[src/rtl/block_serial_subtractor.sv]
// block_serial_subtractor
//   Multi-cycle subtractor: diff = a - b - bin (mod 2^WIDTH), one BLOCK-bit
//   slice per clock. Each slice evaluates both borrow-in candidates in
//   parallel and the running borrow picks one, as in a carry-select stage.
//
// Ports
//   clk   : rising-edge clock
//   rst   : synchronous active-high reset
//   start : request, only looked at while not busy (IDLE or DONE)
//   a, b  : minuend / subtrahend, latched on the accepting edge
//   bin   : borrow-in, latched on the accepting edge
//   busy  : high while slices are being processed
//   done  : one-cycle pulse when diff/bout/ovf are valid
//   diff  : a - b - bin modulo 2^WIDTH
//   bout  : borrow-out (unsigned a < b + bin)
//   ovf   : signed overflow of the subtraction
module block_serial_subtractor #(
  parameter int WIDTH = 16,
  parameter int BLOCK = 4
) (
  input  logic             clk,
  input  logic             rst,
  input  logic             start,
  input  logic [WIDTH-1:0] a,
  input  logic [WIDTH-1:0] b,
  input  logic             bin,
  output logic             busy,
  output logic             done,
  output logic [WIDTH-1:0] diff,
  output logic             bout,
  output logic             ovf
);

  localparam int NBLK  = WIDTH / BLOCK;
  localparam int CNT_W = (NBLK > 1) ? $clog2(NBLK) : 1;
  localparam logic [CNT_W-1:0] LAST_CNT = CNT_W'(NBLK - 1);

  typedef enum logic [1:0] {S_IDLE, S_RUN, S_DONE} state_t;

  // Returns {borrow, difference} of x - y - bi over one slice.
  function automatic logic [BLOCK:0] blk_sub(input logic [BLOCK-1:0] x,
                                             input logic [BLOCK-1:0] y,
                                             input logic             bi);
    return {1'b0, x} - {1'b0, y} - {{BLOCK{1'b0}}, bi};
  endfunction

  // Signed overflow: operands differ in sign and result sign differs from a.
  function automatic logic ovf_calc(input logic [WIDTH-1:0] x,
                                    input logic [WIDTH-1:0] y,
                                    input logic [WIDTH-1:0] d);
    return (x[WIDTH-1] ^ y[WIDTH-1]) & (d[WIDTH-1] ^ x[WIDTH-1]);
  endfunction

  state_t           r_state;
  state_t           w_state_next;
  logic [CNT_W-1:0] r_cnt;
  logic [WIDTH-1:0] r_a;
  logic [WIDTH-1:0] r_b;
  logic             r_borrow;
  logic [WIDTH-1:0] r_diff;
  logic             r_bout;
  logic             r_ovf;
  logic             r_busy;
  logic             r_done;

  logic             w_accept;
  logic             w_last;
  logic [BLOCK-1:0] w_ablk;
  logic [BLOCK-1:0] w_bblk;
  logic [BLOCK:0]   w_d0;
  logic [BLOCK:0]   w_d1;
  logic [BLOCK:0]   w_sel;
  logic [WIDTH-1:0] w_diff_next;

  // Accept start only when not processing; DONE also accepts for back-to-back.
  assign w_accept = start && (r_state != S_RUN);
  assign w_last   = (r_cnt == LAST_CNT);

  // Slice selection from the latched operands.
  always_comb begin
    w_ablk = '0;
    w_bblk = '0;
    for (int k = 0; k < NBLK; k++) begin
      if (r_cnt == CNT_W'(k)) begin
        w_ablk = r_a[k*BLOCK +: BLOCK];
        w_bblk = r_b[k*BLOCK +: BLOCK];
      end
    end
  end

  // Both borrow-in candidates in parallel; running borrow selects.
  assign w_d0  = blk_sub(w_ablk, w_bblk, 1'b0);
  assign w_d1  = blk_sub(w_ablk, w_bblk, 1'b1);
  assign w_sel = r_borrow ? w_d1 : w_d0;

  // Diff with the current slice merged in, so ovf sees the complete result
  // on the final slice.
  always_comb begin
    w_diff_next = r_diff;
    for (int k = 0; k < NBLK; k++) begin
      if (r_cnt == CNT_W'(k)) begin
        w_diff_next[k*BLOCK +: BLOCK] = w_sel[BLOCK-1:0];
      end
    end
  end

  always_comb begin
    w_state_next = r_state;
    case (r_state)
      S_IDLE:  if (start) w_state_next = S_RUN;
      S_RUN:   if (w_last) w_state_next = S_DONE;
      S_DONE:  w_state_next = start ? S_RUN : S_IDLE;
      default: w_state_next = S_IDLE;
    endcase
  end

  // Control state; busy/done are registered from the next state.
  always_ff @(posedge clk) begin
    if (rst) begin
      r_state <= S_IDLE;
      r_busy  <= 1'b0;
      r_done  <= 1'b0;
    end else begin
      r_state <= w_state_next;
      r_busy  <= (w_state_next == S_RUN);
      r_done  <= (w_state_next == S_DONE);
    end
  end

  // Operand latch and slice datapath.
  always_ff @(posedge clk) begin
    if (rst) begin
      r_cnt    <= '0;
      r_a      <= '0;
      r_b      <= '0;
      r_borrow <= 1'b0;
      r_diff   <= '0;
      r_bout   <= 1'b0;
      r_ovf    <= 1'b0;
    end else if (w_accept) begin
      r_a      <= a;
      r_b      <= b;
      r_borrow <= bin;
      r_cnt    <= '0;
    end else if (r_state == S_RUN) begin
      r_diff   <= w_diff_next;
      r_borrow <= w_sel[BLOCK];
      if (w_last) begin
        r_cnt  <= '0;
        r_bout <= w_sel[BLOCK];
        r_ovf  <= ovf_calc(r_a, r_b, w_diff_next);
      end else begin
        r_cnt  <= r_cnt + CNT_W'(1);
      end
    end
  end

  assign busy = r_busy;
  assign done = r_done;
  assign diff = r_diff;
  assign bout = r_bout;
  assign ovf  = r_ovf;

endmodule

[config.mk]
export PLATFORM = sky130hd
export DESIGN_NAME = block_serial_subtractor
export DESIGN_NICKNAME = d
export VERILOG_FILES = /design/src/rtl/block_serial_subtractor.sv
export SDC_FILE = /design/constraint.sdc
export NUM_CORES = 1
export LEC_CHECK = 0
export CAP_MARGIN = 25
export CORE_MARGIN = 1.5
export CORE_UTILIZATION = 25
export CTS_CLUSTER_DIAMETER = 40
export DETAILED_ROUTE_END_ITERATION = 8
export PLACE_DENSITY_LB_ADDON = 0.15
export SLEW_MARGIN = 20
export SYNTH_ARGS = -nofsm -noshare
export SYNTH_HDL_FRONTEND = slang
export SYNTH_SLANG_ARGS = --single-unit
[constraint.sdc]
create_clock -name clk -period 7.2 [get_ports clk]
set_input_delay 1.44 -clock clk [delete_from_list [all_inputs] [get_ports clk]]
set_output_delay 1.44 -clock clk [all_outputs]
set_load 0.01 [all_outputs]
### Word level (Yosys, flattened, before mapping)

Cells that the tools add are included.

| word-level totals | value |
|---|---|
| memory bits (writable) | 0 |
| word-level logic and storage cells | 56 |
| bits in read-only memories | 0 |
| output and inout port bits | 20 |
| register bits | 57 |
| input bits | 36 |
| latch bits | 0 |
| memories kept | 0 |

| operators by class | value |
|---|---|
| bitwise gates (word level) | 4 |
| eq/ne operators | 8 |
| shifts and indexed selects | 0 |
| multipliers | 0 |
| muxes and demuxes | 17 |
| add/subtract/negate cells | 3 |
| divide/modulo/power cells | 0 |
| order comparisons | 0 |
| reductions and logical operators | 10 |

Operator list:

| operator | count |
|---|---|
| $mux W4 | 9 |
| $reduce_and A3 Y1 | 4 |
| $eq A2 B2 Y1 const B | 4 |
| $eq A2 B1 Y1 const B | 3 |
| $mux W2 | 3 |
| $pmux W2 S3 | 1 |
| $mux W5 | 1 |
| $sub A4 B4 Y5 | 1 |
| $sub A5 B1 Y5 const B | 1 |
| $logic_not A2 Y1 | 2 |
| $mux W1 | 3 |
| $add A2 B1 Y2 const B | 1 |
| $ne A2 B1 Y1 const B | 1 |
| $reduce_and A2 Y1 | 1 |
| $reduce_bool A2 Y1 | 1 |
| $reduce_or A2 Y1 | 1 |
| $xor A1 B1 Y1 | 2 |
| $and A1 B1 Y1 | 1 |
| $logic_and A1 B1 Y1 | 1 |
| $not A1 Y1 | 1 |

### Logic depth before layout (Yosys ltp)

| depth | value |
|---|---|
| depth after elaboration | 11 |
| mapped depth | 18 |
| mapped depth without buffers | 18 |

### Worst setup path before layout

OpenSTA, ideal clock, no wires.

| path | value |
|---|---|
| path kind | register to register |
| start | reg r_cnt[0] |
| end | reg r_ovf (netlist: ovf) |
| setup slack | 3749 ps |
| buffers on the path | 2 |
| setup time | 88 ps |
| data required time | 7112 ps |
| clock period less this slack | 3451 ps |
| cell stages (with the launch flop) | 19 |
| arrival time | 3363 ps |
| cell sequence | dfxtp_1 -> inv_1 -> ha_1 -> clkbuf_1 -> nand2_1 -> nor2_1 -> a21oi_1 -> o21ai_0 -> mux2i_1 -> ha_1 -> inv_1 -> fa_1 -> inv_1 -> nand3_1 -> a221o_1 -> or3_1 -> buf_2 -> a211o_1 -> a311oi_2 |

| on the way | value |
|---|---|
| longest elaborated chain between the ends | 11 |
| elaborated cells on any way between the ends | 19 |
| those cells by class | add/sub (2); eq/ne (3); mux (10); bitwise (2); reduce/logical (2) |

Ends and longest elaborated chain:

| what | RTL line | source |
|---|---|---|
| from (decl) | 56 | `logic [CNT_W-1:0] r_cnt;` |
| from (signal assigned) | 153 | `r_cnt <= r_cnt + CNT_W'(1);` |
| $logic_not A2 Y1 | 84 | `if (r_cnt == CNT_W'(k)) begin` |
| $mux W4 (4 in a row) | 84 |  |
| $sub A4 B4 Y5 | 44 | `return {1'b0, x} - {1'b0, y} - {{BLOCK{1'b0}}, bi};` |
| $sub A5 B1 Y5 | 44 |  |
| $mux W5 | 94 | `assign w_sel = r_borrow ? w_d1 : w_d0;` |
| $mux W4 | 101 | `if (r_cnt == CNT_W'(k)) begin` |
| $xor A1 B1 Y1 | 51 | `return (x[WIDTH-1] ^ y[WIDTH-1]) & (d[WIDTH-1] ^ x[WIDTH-1]);` |
| $and A1 B1 Y1 | 51 |  |
| to (signal assigned) | 151 | `r_ovf <= ovf_calc(r_a, r_b, w_diff_next);` |
| to (decl) | 62 | `logic r_ovf;` |

Parallel ways exist; a longest one is shown, timed or not.
A chain may end at the register's enable or synchronous reset.

### Worst setup path in the final report

| path | value |
|---|---|
| start | reg r_cnt[1] |
| end | reg r_ovf (netlist: ovf) |

Same word-level chain as after synthesis.

==> metrics.csv <==
stage,metric,value,unit
detailed_routing,Antenna Violating Nets Remaining,0,
global_routing,grt total ovfl,0,
worst_hold_path,Hold/Removal Path Class,flip-flop to flip-flop,
sta,Hold Fails Final Rpt,0,
critical_path,crit path capture type,flip-flop,
synthesis,Area contributors post-synth,"dfxtp_1, nand2_1, a21oi_1, nor2_1, ha_1",
pwr,Max VDD drop,79.9,µV
sta,unrepaired setup endpoints after global routing,no,
critical_path,"slowest stage delay, CP",620,ps
clock_tree,Hold Buf Count CTS,0,
clock_tree,"Clk Latency, worst-skew pair",340,ps
final_layout,most frequent cells in the layout,"nand2_1, a21oi_1, dfxtp_1",
critical_path,most frequent CP cell,inv_1,
detailed_routing,initial detailed-routing violation count,112,
die,# rows,37,
place,Post-DP Area,3270,µm²
sta,fmax,252,MHz
clock_tree,post-CTS setup buffer count,0,
sta,Tmin final,3960,ps
place,Port Buf Inserts,55,
sta,Setup WS post-layout,3240,ps
synthesis,top cell type's share of synthesized area,0.438,
global_routing,first-pass GRT wire length,11500,µm
synthesis,synthesis-stage register bit count,57,
final_layout,Final nets,445,
clock_tree,CTS Buffer Depth,2,
place,GP Congestion,0.737,
global_routing,vias in the first global route,2387,
sta,worst hold slack,456,ps
final_layout,share of cells above drive strength 1,0.0644,
detailed_routing,Routed Wire Length,6840,µm
sta,post-route setup TNS,0,ps
detailed_routing,vias per inst,4.54,
global_routing,Tot GR Track Use,0.134,
synthesis,part of the Yosys area used for sequential elements,0.438,
synthesis,top_reg_cell synth,dfxtp_1,
critical_path,CP max-delay cell,ha_1,
final_layout,ANT cells,0,
pwr,static leakage,1.26,nW
flow_run,max-cap violations,0,
synthesis,Yosys top cell by area,dfxtp_1,
clock_tree,clock root buffer,clkbuf_8,
status,status,"finished, final reports clean",
clock_tree,clock sink count,57,
sta,clock skew,7.48,ps
sta,worst-margin pin slew,702,ps
final_layout,Finished Cell Area,3530,µm²
final_layout,fillers,1081,
sta,final setup fails,0,
critical_path,critical path cell sequence,inv_1 > ha_1 > nor2_1 > a21oi_1 > nor2_1 > a21oi_1 > o21ai_0 > ha_1 > inv_1 > fa_1 > inv_1 > nand3_1 > a2111oi_0 > o21ai_1 > a211o_1 > a311oi_2,
critical_path,crit-path max FO,20,
critical_path,CP Data Arrival Time,4220,ps
die,core area,10200,µm²
critical_path,Worst Setup Start Kind,flip-flop,
die,Die Wd,105,µm
global_routing,largest net degree at the start of global routing,58,
sta,crit share post-route,0.550,
detailed_routing,Avg WL per Cell,12.7,µm
critical_path,Crit Path Category,flip-flop to flip-flop,
clock_tree,H-tree level count,3,
global_routing,initial antenna violation count,0,
clock_tree,post-cts resize count,0,
synthesis,ys async rst share,0,
critical_path,Worst EP required,7460,ps
synthesis,Post-Syn Nets,398,
die,Die ar.,11000,µm²
synthesis,synth unique cells,35,
synthesis,number of flops mapped to enable cells by yosys,0,
place,HPWL after DPL,4900,µm
place,DP Worst Slack,3270,ps
clock_tree,CTS tree,yes,
synthesis,Avg Inst Size Synth,7.40,µm²
detailed_routing,drt pass-1 iters,4,
die,total I/O pin count,56,
synthesis,synth warn,0,
sta,Rel. slew slack,0.532,
synthesis,synthesized area,2600,µm²
place,placed cells,523,
worst_hold_path,Hold Path Cell Cnt,2,
detailed_routing,DR DRC count,0,
clock_tree,"Reg clk slew, reported paths",60,ps
die,die height,105,µm
final_layout,"commonest non-fill, non-tap cell in the layout",nand2_1,
synthesis,Mapped Cells,352,
detailed_routing,total number of vias,2449,
die,Starting Density,0.255,
pwr,PwrDens,238,nW/µm²
final_layout,Post-Layout Cell Count,540,
sta,Slew Limit Fails,0,
final_layout,layout overhead on the synthesized area,35.4,%
critical_path,worst r2r path cells,16,
clock_tree,Num CTS Buffers,9,
area by class of cell:
| type | count | area, µm² | share of cell area |
|---|---|---|---|
| Timing Repair Buffer | 59 | 607 | 0.172 |
| Inverter | 7 | 26.3 | 0.00745 |
| Clock buffer | 11 | 151 | 0.0429 |
| Clock inverter | 5 | 77.6 | 0.0220 |
| Sequential cell | 57 | 1140 | 0.324 |
| Tap cell | 136 | 170 | 0.0483 |
| Multi-Input combinational cell | 265 | 1350 | 0.384 |
cells by family (layout without fill, tap and decap cells):
family / after synthesis / after routing / synth area share
AO/OA/AOI/OAI: 86 / 86 / 0.182
XOR/XNOR: 4 / 4 / 0.0135
adder cells (fa/ha/maj): 10 / 10 / 0.0509
buffers and inverters: 30 / 82 / 0.0437
flip-flops: 57 / 57 / 0.438
multiplexers: 6 / 6 / 0.0240
AND/OR/NAND/NOR: 159 / 159 / 0.248
metal layers:
metal	GRT usage	up-vias	share of wire
met5	0	-	0
met1	0.164	1126	0.46
met3	0.0268	16	0.029
met2	0.215	42	0.47
li1	-	1265	-
met4	0.0841	0	0.033
cells in the mapped netlist, drive strengths merged, types with 2 or more instances:
cell,count
a21oi,65
inv,7
clkbuf,20
o21ai,10
ha,9
xnor2,2
a211oi,2
mux2,2
buf,3
nor2,33
nand4,4
nand2b,3
nand3,8
xor2,2
nor2b,3
nand2,101
nor3,3
mux2i,4
dfxtp,57
through the flow:
step	utilization	total power, W
3_3_place_gp	0.317	0.000497
4_1_cts	0.342	0.000846
5_1_grt	0.345	0.000883
2_1_floorplan	-	0.000442
6_report	0.345	0.000838
3_5_place_dp	0.320	0.000500
critical path: cells and delay by family, from the launching register on:
| kind | cells | cell delay [ps] |
|---|---|---|
| buffers and inverters | 3 | 270 |
| adder cells (fa/ha/maj) | 3 | 1270 |
| flip-flops | 1 | 330 |
| AND/OR/NAND/NOR | 3 | 280 |
| AO/OA/AOI/OAI | 7 | 1700 |
path summary, 6_finish.rpt:
| kind | start | end | slack [ps] |
|---|---|---|---|
| worst min register to register | r_a[11] | r_a[11] | 460 |
| worst max-delay path | r_cnt[1] | ovf | 3240 |
| worst min-delay path | r_a[11] | r_a[11] | 460 |
| worst max register to register | r_cnt[1] | ovf | 3240 |
flip-flops by register name (all words and copies together), names as in the netlist:
signal and count:
diff 16, r_a 16, r_b 16, r_cnt 2, r_state 2, bout 1, busy 1, done 1
ovf 1, r_borrow 1
report_power, final:
group	internal (W)	switching, W
Sequential	0.000332	0.0000105
Combinational	0.0000671	0.0000849
Clock	0.000212	0.000132
(Power assumes the default switching activity.)
